`src/rtl/pong_pkg.sv`:
```
// Shared definitions for the pong game-logic frame: phase ordering and scheduler FSM encoding.
package pong_pkg;

  localparam int unsigned NUM_PHASES = 4;
  localparam int unsigned PHASE_W    = 2;
  localparam int unsigned STATE_W    = 3;

  // Phase order within one frame; also the bit index into phase_start/phase_done.
  typedef enum logic [PHASE_W-1:0] {
    PH_PADDLE  = 2'd0,
    PH_BALL    = 2'd1,
    PH_COLLIDE = 2'd2,
    PH_SCORE   = 2'd3
  } phase_e;

  // Scheduler states; phase states sit at phase index + 1 so the mapping is arithmetic.
  localparam logic [STATE_W-1:0] ST_IDLE    = 3'd0;
  localparam logic [STATE_W-1:0] ST_PADDLE  = 3'd1;
  localparam logic [STATE_W-1:0] ST_BALL    = 3'd2;
  localparam logic [STATE_W-1:0] ST_COLLIDE = 3'd3;
  localparam logic [STATE_W-1:0] ST_SCORE   = 3'd4;

  // State that runs a given phase.
  function automatic logic [STATE_W-1:0] phase_to_state(input phase_e ph);
    return STATE_W'(ph) + STATE_W'(1);
  endfunction

  // Phase run by a (non-idle) state.
  function automatic phase_e state_to_phase(input logic [STATE_W-1:0] st);
    return phase_e'(PHASE_W'(st - STATE_W'(1)));
  endfunction

  // Phase that follows a given one; callers handle SCORE as the frame end.
  function automatic phase_e next_phase(input phase_e ph);
    return phase_e'(PHASE_W'(ph) + PHASE_W'(1));
  endfunction

  // One-hot start/done vector for a phase.
  function automatic logic [NUM_PHASES-1:0] phase_onehot(input phase_e ph);
    logic [NUM_PHASES-1:0] v;
    v     = '0;
    v[ph] = 1'b1;
    return v;
  endfunction

endpackage

```
`src/rtl/game_tick_scheduler_edge_sync.sv`:
```
// Two-flop synchronizer plus edge register; emits a one-cycle pulse on each rising edge of async_in.
module edge_sync (
  input  logic CLOCK_50,
  input  logic reset,
  input  logic async_in,
  output logic rise_c
);

  logic meta;
  logic s1;
  logic s2;

  // Synchronize async_in and keep the previous synchronized value for edge detection.
  always_ff @(posedge CLOCK_50) begin
    if (reset) begin
      meta <= 1'b0;
      s1   <= 1'b0;
      s2   <= 1'b0;
    end else begin
      meta <= async_in;
      s1   <= meta;
      s2   <= s1;
    end
  end

  assign rise_c = s1 & ~s2;

endmodule

```
`src/rtl/game_tick_scheduler.sv`:
```
// Runs one game-logic frame (paddle, ball, collide, score) per game_clk rising edge, with a
// one-deep tick queue, per-phase watchdog and sticky overrun/timeout flags.
module game_tick_scheduler
  import pong_pkg::*;
#(
  parameter int unsigned TIMEOUT = 100000,
  parameter int unsigned FRAME_W = 16
) (
  input  logic                  CLOCK_50,
  input  logic                  reset,
  input  logic                  game_clk,
  input  logic                  pause,
  input  logic [NUM_PHASES-1:0] phase_done,
  output logic [NUM_PHASES-1:0] phase_start,
  output logic                  busy,
  output logic                  frame_end,
  output logic [FRAME_W-1:0]    frame_count,
  output logic                  overrun,
  output logic                  timeout_err
);

  localparam int unsigned   WD_W    = $clog2(TIMEOUT + 1);
  localparam logic [WD_W-1:0] WD_LAST = WD_W'(TIMEOUT - 1);

  logic                  tick_c;
  logic                  tick_acc_c;
  phase_e                cur_phase_c;
  logic                  cur_done_c;
  logic                  wd_expired_c;

  logic [STATE_W-1:0]    state;
  logic [STATE_W-1:0]    state_nxt;
  logic                  pending;
  logic                  pending_nxt;
  logic [WD_W-1:0]       wd;
  logic [WD_W-1:0]       wd_nxt;
  logic [NUM_PHASES-1:0] phase_start_nxt;
  logic                  busy_nxt;
  logic                  frame_end_nxt;
  logic [FRAME_W-1:0]    frame_count_nxt;
  logic                  overrun_nxt;
  logic                  timeout_err_nxt;

  // Turn the slow game clock into a single-cycle tick in the CLOCK_50 domain.
  edge_sync u_edge_sync (
    .CLOCK_50 (CLOCK_50),
    .reset    (reset),
    .async_in (game_clk),
    .rise_c   (tick_c)
  );

  // State and output registers; reset aborts any frame in flight without a frame_end.
  always_ff @(posedge CLOCK_50) begin
    if (reset) begin
      state       <= ST_IDLE;
      pending     <= 1'b0;
      wd          <= '0;
      phase_start <= '0;
      busy        <= 1'b0;
      frame_end   <= 1'b0;
      frame_count <= '0;
      overrun     <= 1'b0;
      timeout_err <= 1'b0;
    end else begin
      state       <= state_nxt;
      pending     <= pending_nxt;
      wd          <= wd_nxt;
      phase_start <= phase_start_nxt;
      busy        <= busy_nxt;
      frame_end   <= frame_end_nxt;
      frame_count <= frame_count_nxt;
      overrun     <= overrun_nxt;
      timeout_err <= timeout_err_nxt;
    end
  end

  // Next-state, tick queue, watchdog and registered-output logic.
  always_comb begin
    state_nxt       = state;
    pending_nxt     = pending;
    wd_nxt          = wd;
    phase_start_nxt = '0;
    frame_end_nxt   = 1'b0;
    frame_count_nxt = frame_count;
    overrun_nxt     = overrun;
    timeout_err_nxt = timeout_err;

    tick_acc_c   = tick_c & ~pause;
    cur_phase_c  = state_to_phase(state);
    cur_done_c   = phase_done[cur_phase_c];
    wd_expired_c = (wd == WD_LAST);

    if (state == ST_IDLE) begin
      // A queued tick or a fresh one starts the frame; a fresh tick arriving while the
      // queued one is consumed takes its place in the queue.
      if (pending || tick_acc_c) begin
        state_nxt       = ST_PADDLE;
        phase_start_nxt = phase_onehot(PH_PADDLE);
        wd_nxt          = '0;
        pending_nxt     = pending & tick_acc_c;
      end
    end else begin
      if (tick_acc_c) begin
        if (pending) begin
          overrun_nxt = 1'b1;
        end else begin
          pending_nxt = 1'b1;
        end
      end

      if (cur_done_c || wd_expired_c) begin
        if (!cur_done_c) begin
          timeout_err_nxt = 1'b1;
        end
        wd_nxt = '0;
        if (cur_phase_c == PH_SCORE) begin
          state_nxt       = ST_IDLE;
          frame_end_nxt   = 1'b1;
          frame_count_nxt = frame_count + FRAME_W'(1);
        end else begin
          state_nxt       = phase_to_state(next_phase(cur_phase_c));
          phase_start_nxt = phase_onehot(next_phase(cur_phase_c));
        end
      end else begin
        wd_nxt = wd + WD_W'(1);
      end
    end

    busy_nxt = (state_nxt != ST_IDLE);
  end

endmodule

```
`config.mk`:
```
export PLATFORM = sky130hd
export DESIGN_NAME = game_tick_scheduler
export DESIGN_NICKNAME = d
export VERILOG_FILES = /design/src/rtl/pong_pkg.sv /design/src/rtl/game_tick_scheduler_edge_sync.sv /design/src/rtl/game_tick_scheduler.sv
export SDC_FILE = /design/constraint.sdc
export NUM_CORES = 1
export LEC_CHECK = 0
export ABC_AREA = 1
export ABC_CLOCK_PERIOD_IN_PS = 1700
export CORE_MARGIN = 2
export CORE_UTILIZATION = 40
export DETAILED_ROUTE_END_ITERATION = 7
export DONT_BUFFER_PORTS = 1
export PLACE_DENSITY = 0.67
export SYNTH_ARGS = -nofsm -noshare
export SYNTH_HDL_FRONTEND = slang
export SYNTH_SLANG_ARGS = --single-unit
```
`constraint.sdc`:
```
create_clock -name CLOCK_50 -period 1.7 [get_ports CLOCK_50]
set_input_delay 0.34 -clock CLOCK_50 [delete_from_list [all_inputs] [get_ports CLOCK_50]]
set_output_delay 0.34 -clock CLOCK_50 [all_outputs]
set_load 0.01 [all_outputs]
```
# Word-level counts from Yosys, hierarchy flattened
# Cells that the tools add are included.
# op_classes
add_sub_neg	5
n_mul	0
div	0
magnitude_cmp	3
n_eq_ne	3
shift	0
muxes	19
n_bitwise	8
n_reduce_logical	11
# op_table
cell	count
$mux 17	3
$add 17x1->17 const B	1
$eq 17x17->1 const B	1
$add 16x1->16 const B	1
$mux 3	4
$mux 4	3
$reduce_and 3->1	3
$mux 1	7
$lt 2x3->1 const B	2
$not 1->1	5
$add 2x1->3 const B	1
$and 1x1->1	3
$logic_not 3->1	1
$reduce_bool 3->1	1
$reduce_or 3->1	1
$add 2x1->2 const B	1
$bmux 1 s2	1
$demux 1 s2	1
$eq 2x2->1 const B	1
$ge 2x1->1 const B	1
$logic_or 1x1->1	2
$ne 2x1->1 const B	1
$reduce_and 2->1	1
$reduce_bool 2->1	1
2 further kinds	2
# word_totals
reg_bits	48
latch_bits	0
ram_bits	0
romBits	0
input_bits	8
output_inout_bits	24
elab_cells	61
memories	0

# Logic depth before layout (Yosys ltp)
# depth
depth_word	9
mapped_depth	12
depth_no_buf	12

# By module
# Synthesis repeated with hierarchy kept, for this count alone.
# unflattened
cells_unflattened	364
hier_area_um2	2546.2
# by_module_without_submodules
module	instances	cells_each	area_per_inst_um2	seq_area_each_um2
game_tick_scheduler	1	354	2459.9	900.9
edge_sync	1	10	86.3	60.1

# Least setup slack after synthesis
# Ideal clock, no wire load.
# synth_timing
path_type	reg-to-reg
from	register state[0]
to	register frame_count[3]
setup_time_ps	139
arrival_time_ps	1640
required_ps	1561
path_slack_ps	-79
path_stages_with_launch	12
n_path_buf	1
period_less_slack_ps	1779
cell_sequence	dfxtp_1 > inv_1 > ha_1 > a21oi_1 > nand2_1 > nand2_1 > nand2_4 > nand3_4 > clkinv_2 > buf_12 > nand2_2 > a21oi_2
# synth_between
elab_chain_len	5
word_cells_on_any_way	8
cone_classes	1 x add/sub; 1 x eq/ne; 2 x mux; 1 x bitwise; 3 x reduce/logical
# synth_lines
item	line	rtl
start: declaration	game_tick_scheduler.sv:31	logic [STATE_W-1:0] state;
start signal: assignment	game_tick_scheduler.sv:65	state <= state_nxt;
$sub 2x1->2	pong_pkg.sv:30	return phase_e'(PHASE_W'(st - STATE_W'(1)));
$bmux 1 s2	game_tick_scheduler.sv:90	cur_done_c = phase_done[cur_phase_c];
$mux 1 (implied by the code)	game_tick_scheduler.sv:90	
$logic_or 1x1->1	game_tick_scheduler.sv:111	if (cur_done_c || wd_expired_c) begin
$reduce_and 3->1 (no line) (*)	--	
end signal: assignment	game_tick_scheduler.sv:71	frame_count <= frame_count_nxt;
end: declaration	game_tick_scheduler.sv:17	output logic [FRAME_W-1:0] frame_count,
# Mark *: on every way between the ends. The rest lies on a longest branch, timed or not. The select of a mux whose other input is x is not followed.
# A chain may end at the register's enable or synchronous reset.

# Worst setup path in the final report
# layout_timing
from	register wd[0]
to	register frame_count[0]
# layout_between
elab_chain_len	3
# layout_lines
item	line	rtl
start: declaration	game_tick_scheduler.sv:35	logic [WD_W-1:0] wd;
start signal: assignment	game_tick_scheduler.sv:67	wd <= wd_nxt;
$eq 17x17->1	game_tick_scheduler.sv:91	wd_expired_c = (wd == WD_LAST);
$logic_or 1x1->1	game_tick_scheduler.sv:111	
$reduce_and 3->1 (no line)	--	
# No other way between the ends.

==> summary.txt <==
Run status
  – Status: finished clean

Pwr
  – Total Power: 3.123 mW
  – Worst IR drop on VDD: 0.0006052 V
  – Pwr dens: 1087 nW/um2
  – Leakage: between 1 and 1.5 nW

Logic synthesis
  – Synthesized Nets: 378
  – Post-synth ARST share: 0%
  – Post-synth EDFFs: 0
  – Synth cell types: 28
  – Mapped Cells: between 300 and 400
  – Synth warn: 0
  – Mean Syn Cell Area: about 7.0 um2
  – Cell area after synthesis: approximately 2500 um2
  – Number of synthesized register bits: 48
  – Primary FF master, synth: dfxtp_1
  – Register area share after synthesis: 38.06%

Critical path
  – CP peak stage delay: 0.35 ns
  – Setup crit end kind: register
  – Worst Setup Start Kind: register
  – Crit path depth: 9
  – Bufs and invs on worst path: 1
  – Largest delay share family, worst path: simple AND/OR/NAND/NOR gates
  – Worst Path Required: 1.88 ns
  – Reg2reg start: wd[0]
  – Arr. time, crit path: 1.76 ns
  – WS Path Type: reg2reg
  – Most common cell type on the critical path: nand3_4
  – Setup crit end: frame_count[0]
  – Crit-path cells: ha_2, nand3_4, nor2_2, nand3_2, nand2_4, nand3_4, buf_12, o21ai_1, a21oi_1
  – CP max FO: 18
  – Setup crit start: wd[0]
  – Slowest-stage cell, CP: dfxtp_1
  – RR Endpoint: frame_count[0]
  – Reg2Reg Setup Slack: 0.12 ns
  – FF-to-FF path depth: 9

Placed design
  – # port buffers: 0
  – GP Congestion: between 0.8 and 0.9
  – HPWL after DPL: approximately 3800 um
  – Post-Place Setup Slack: -0.09911 ns

Timing
  – Worst-margin pin slew: 0.4552 ns
  – PnR worst setup slack: 0.1189 ns
  – Slew headroom: 69.62%
  – Clock skew: 0.008256 ns
  – Minimum clock period: 1.581 ns
  – Final hold vios: 0
  – Period utilization: 93.01%
  – Setup_tns: 0 ns
  – Final Max Tran Viols: 0
  – FMAX: 0.6325 GHz
  – Setup-failing EPs final: 0
  – RSZ-0062 raised after global routing: false

Finish
  – Most common cell after layout, fill and taps aside: nand2_1
  – Layout cell share with drive strength beyond 1: 16.98%
  – N_diodes: 0
  – Most frequent cells in the layout: nand2_1, dfxtp_1, inv_1
  – Layout Nets: just under 400
  – Synthesis-to-finish area growth: 13.78%

Floorplanning
  – Cell Rows: 28
  – I/O pins: 32
  – Placeable Area: 6026 um2
  – Die ar.: 6964 um2
  – Height of the die: around 83 um
  – Die width: 83.45 um
  – Initial Util: between 40% and 50%

Drt
  – Uppermost layer routed: met4
  – Wire per inst: 11.80 um
  – DRT antenna net count: 0
  – First drt pass iteration count: 5
  – Initial DRC Count: 73
  – Routed length on met2: 2370 um
  – Vias per cell: 4.867
  – Drt total wl: 5335 um
  – DRC violations left: 0
  – Via count: 2200
  – Routed met3 length: between 200 and 300 um
  – Met1 Routed Length: 2633 um

Clock tree
  – CTS Buf Count: 5
  – CTS tree: done
  – Post-CTS Hold Buffers: 0
  – Clk_lat worst skew: a little under 0.3 ns
  – Worst-path clk slew: 0.08 ns
  – CTS root buffer: clkbuf_8
  – Clock Tree Buf Depth: 2
  – H-Tree Depth: 2
  – # clock sinks: 48

GRT
  – Gr ovfl total: 0
  – Initial antenna violation count: 0
  – All-Layer GR Usage: 15.32%
  – Largest net degree at the start of global routing: 34
  – Vias in the first global route: around 2000
  – First-pass GRT wire length: 9045 um

Flow run
  – Maxcap violations: 0

Worst hold path
  – Min-Delay Path Class: in2reg
  – Origin of the worst min-delay path: reset
[per-stage QoR]
step | cell area, um2 | utilization [%] | hold slack (ns) | std cells
global route | 2873 | 47.67 | 0.07698 | 452
CTS | 2801 | 46.49 | 0.08879 | 450
floorplan | 2529 | - | 0.3883 | 363
finish | 2873 | 47.67 | 0.1004 | 452
detailed placement | 2691 | 44.66 | 0.3982 | 444
global placement | 2691 | 44.66 | 0.3897 | 444
[timing repair]
action / 4_1_cts / 5_1_grt
setup buffers: 0 / 2
resized for setup: 4 / 16
setup endpoints to repair: 19 / 36
pin swaps: 0 / 3
[routing by layer]
| layer | global-route usage [%] | vias to the layer above |
|---|---|---|
| met4 | 3.519 | 0 |
| met5 | 0 | - |
| met3 | 4.154 | 4 |
| met1 | 19.93 | 981 |
| li1 | - | 1169 |
| met2 | 25.44 | 46 |
[worst reg2reg max path, cell delays in order (launching register included)]
cell	delay, ns
dfxtp_1	0.35
ha_2	0.22
nand3_4	0.10
nor2_2	0.11
nand3_2	0.12
nand2_4	0.11
nand3_4	0.11
buf_12	0.18
o21ai_1	0.12
a21oi_1	0.05
[worst min path at each step]
stage                     end  slack, ns  cells past startpoint
3_3_place_gp   u_edge_sync.s1       0.39                      2
4_1_cts        frame_count[5]       0.09                      1
5_1_grt        frame_count[4]       0.08                      1
2_1_floorplan  u_edge_sync.s1       0.39                      2
6_report       frame_count[5]       0.10                      1
3_5_place_dp   u_edge_sync.s1       0.40                      2
[power by group]
part	total (mW)	internal (mW)	leakage, nW	switching, mW
combinational	1.11	0.426	0.606	0.685
sequential	1.24	1.19	0.389	0.0462
clock	0.775	0.423	0.0501	0.352
total	3.12	2.04	1.04	1.08
[layout make-up]
| type | count | area (um2) |
|---|---|---|
| tap | 75 | 93.84 |
| clock inverter | 1 | 30.03 |
| clock buffer | 5 | 68.82 |
| multi-input combinational | 260 | 1381 |
| sequential | 48 | 963.4 |
| inverter | 46 | 182.7 |
| fill | 615 | 3153 |
| timing repair buffer | 17 | 152.6 |
[cell families after synthesis]
kind of cell | Yosys count | share of synthesized area, %
AO/OA/AOI/OAI | 52 | 12.09
adder cells (fa/ha/maj) | 7 | 3.469
AND/OR/NAND/NOR | 187 | 32.41
flip-flops | 48 | 38.06
XOR/XNOR | 14 | 4.856
buffers and inverters | 55 | 9.118
[flip-flops by register name, indices dropped and copies added, names as in the netlist, 3 cells and up]
signal and flops:
wd 17, frame_count 16, phase_start 4, state 3
[synth_stat cells, types with 6 or more instances]
cell / instances / area (um2)
a21oi_2: 10 / 87.58
nand2_1: 99 / 371.6
nor2_1: 35 / 131.4
ha_1: 7 / 87.58
o21ai_0: 13 / 65.06
nand3_1: 29 / 145.1
dfxtp_1: 48 / 960.9
xnor2_1: 8 / 70.07
nand2_2: 10 / 62.56
a21oi_1: 25 / 125.1
xor2_1: 6 / 52.55
inv_1: 44 / 165.2
nor3_1: 6 / 30.03
Note: power is estimated with default switching activity, not from simulation.
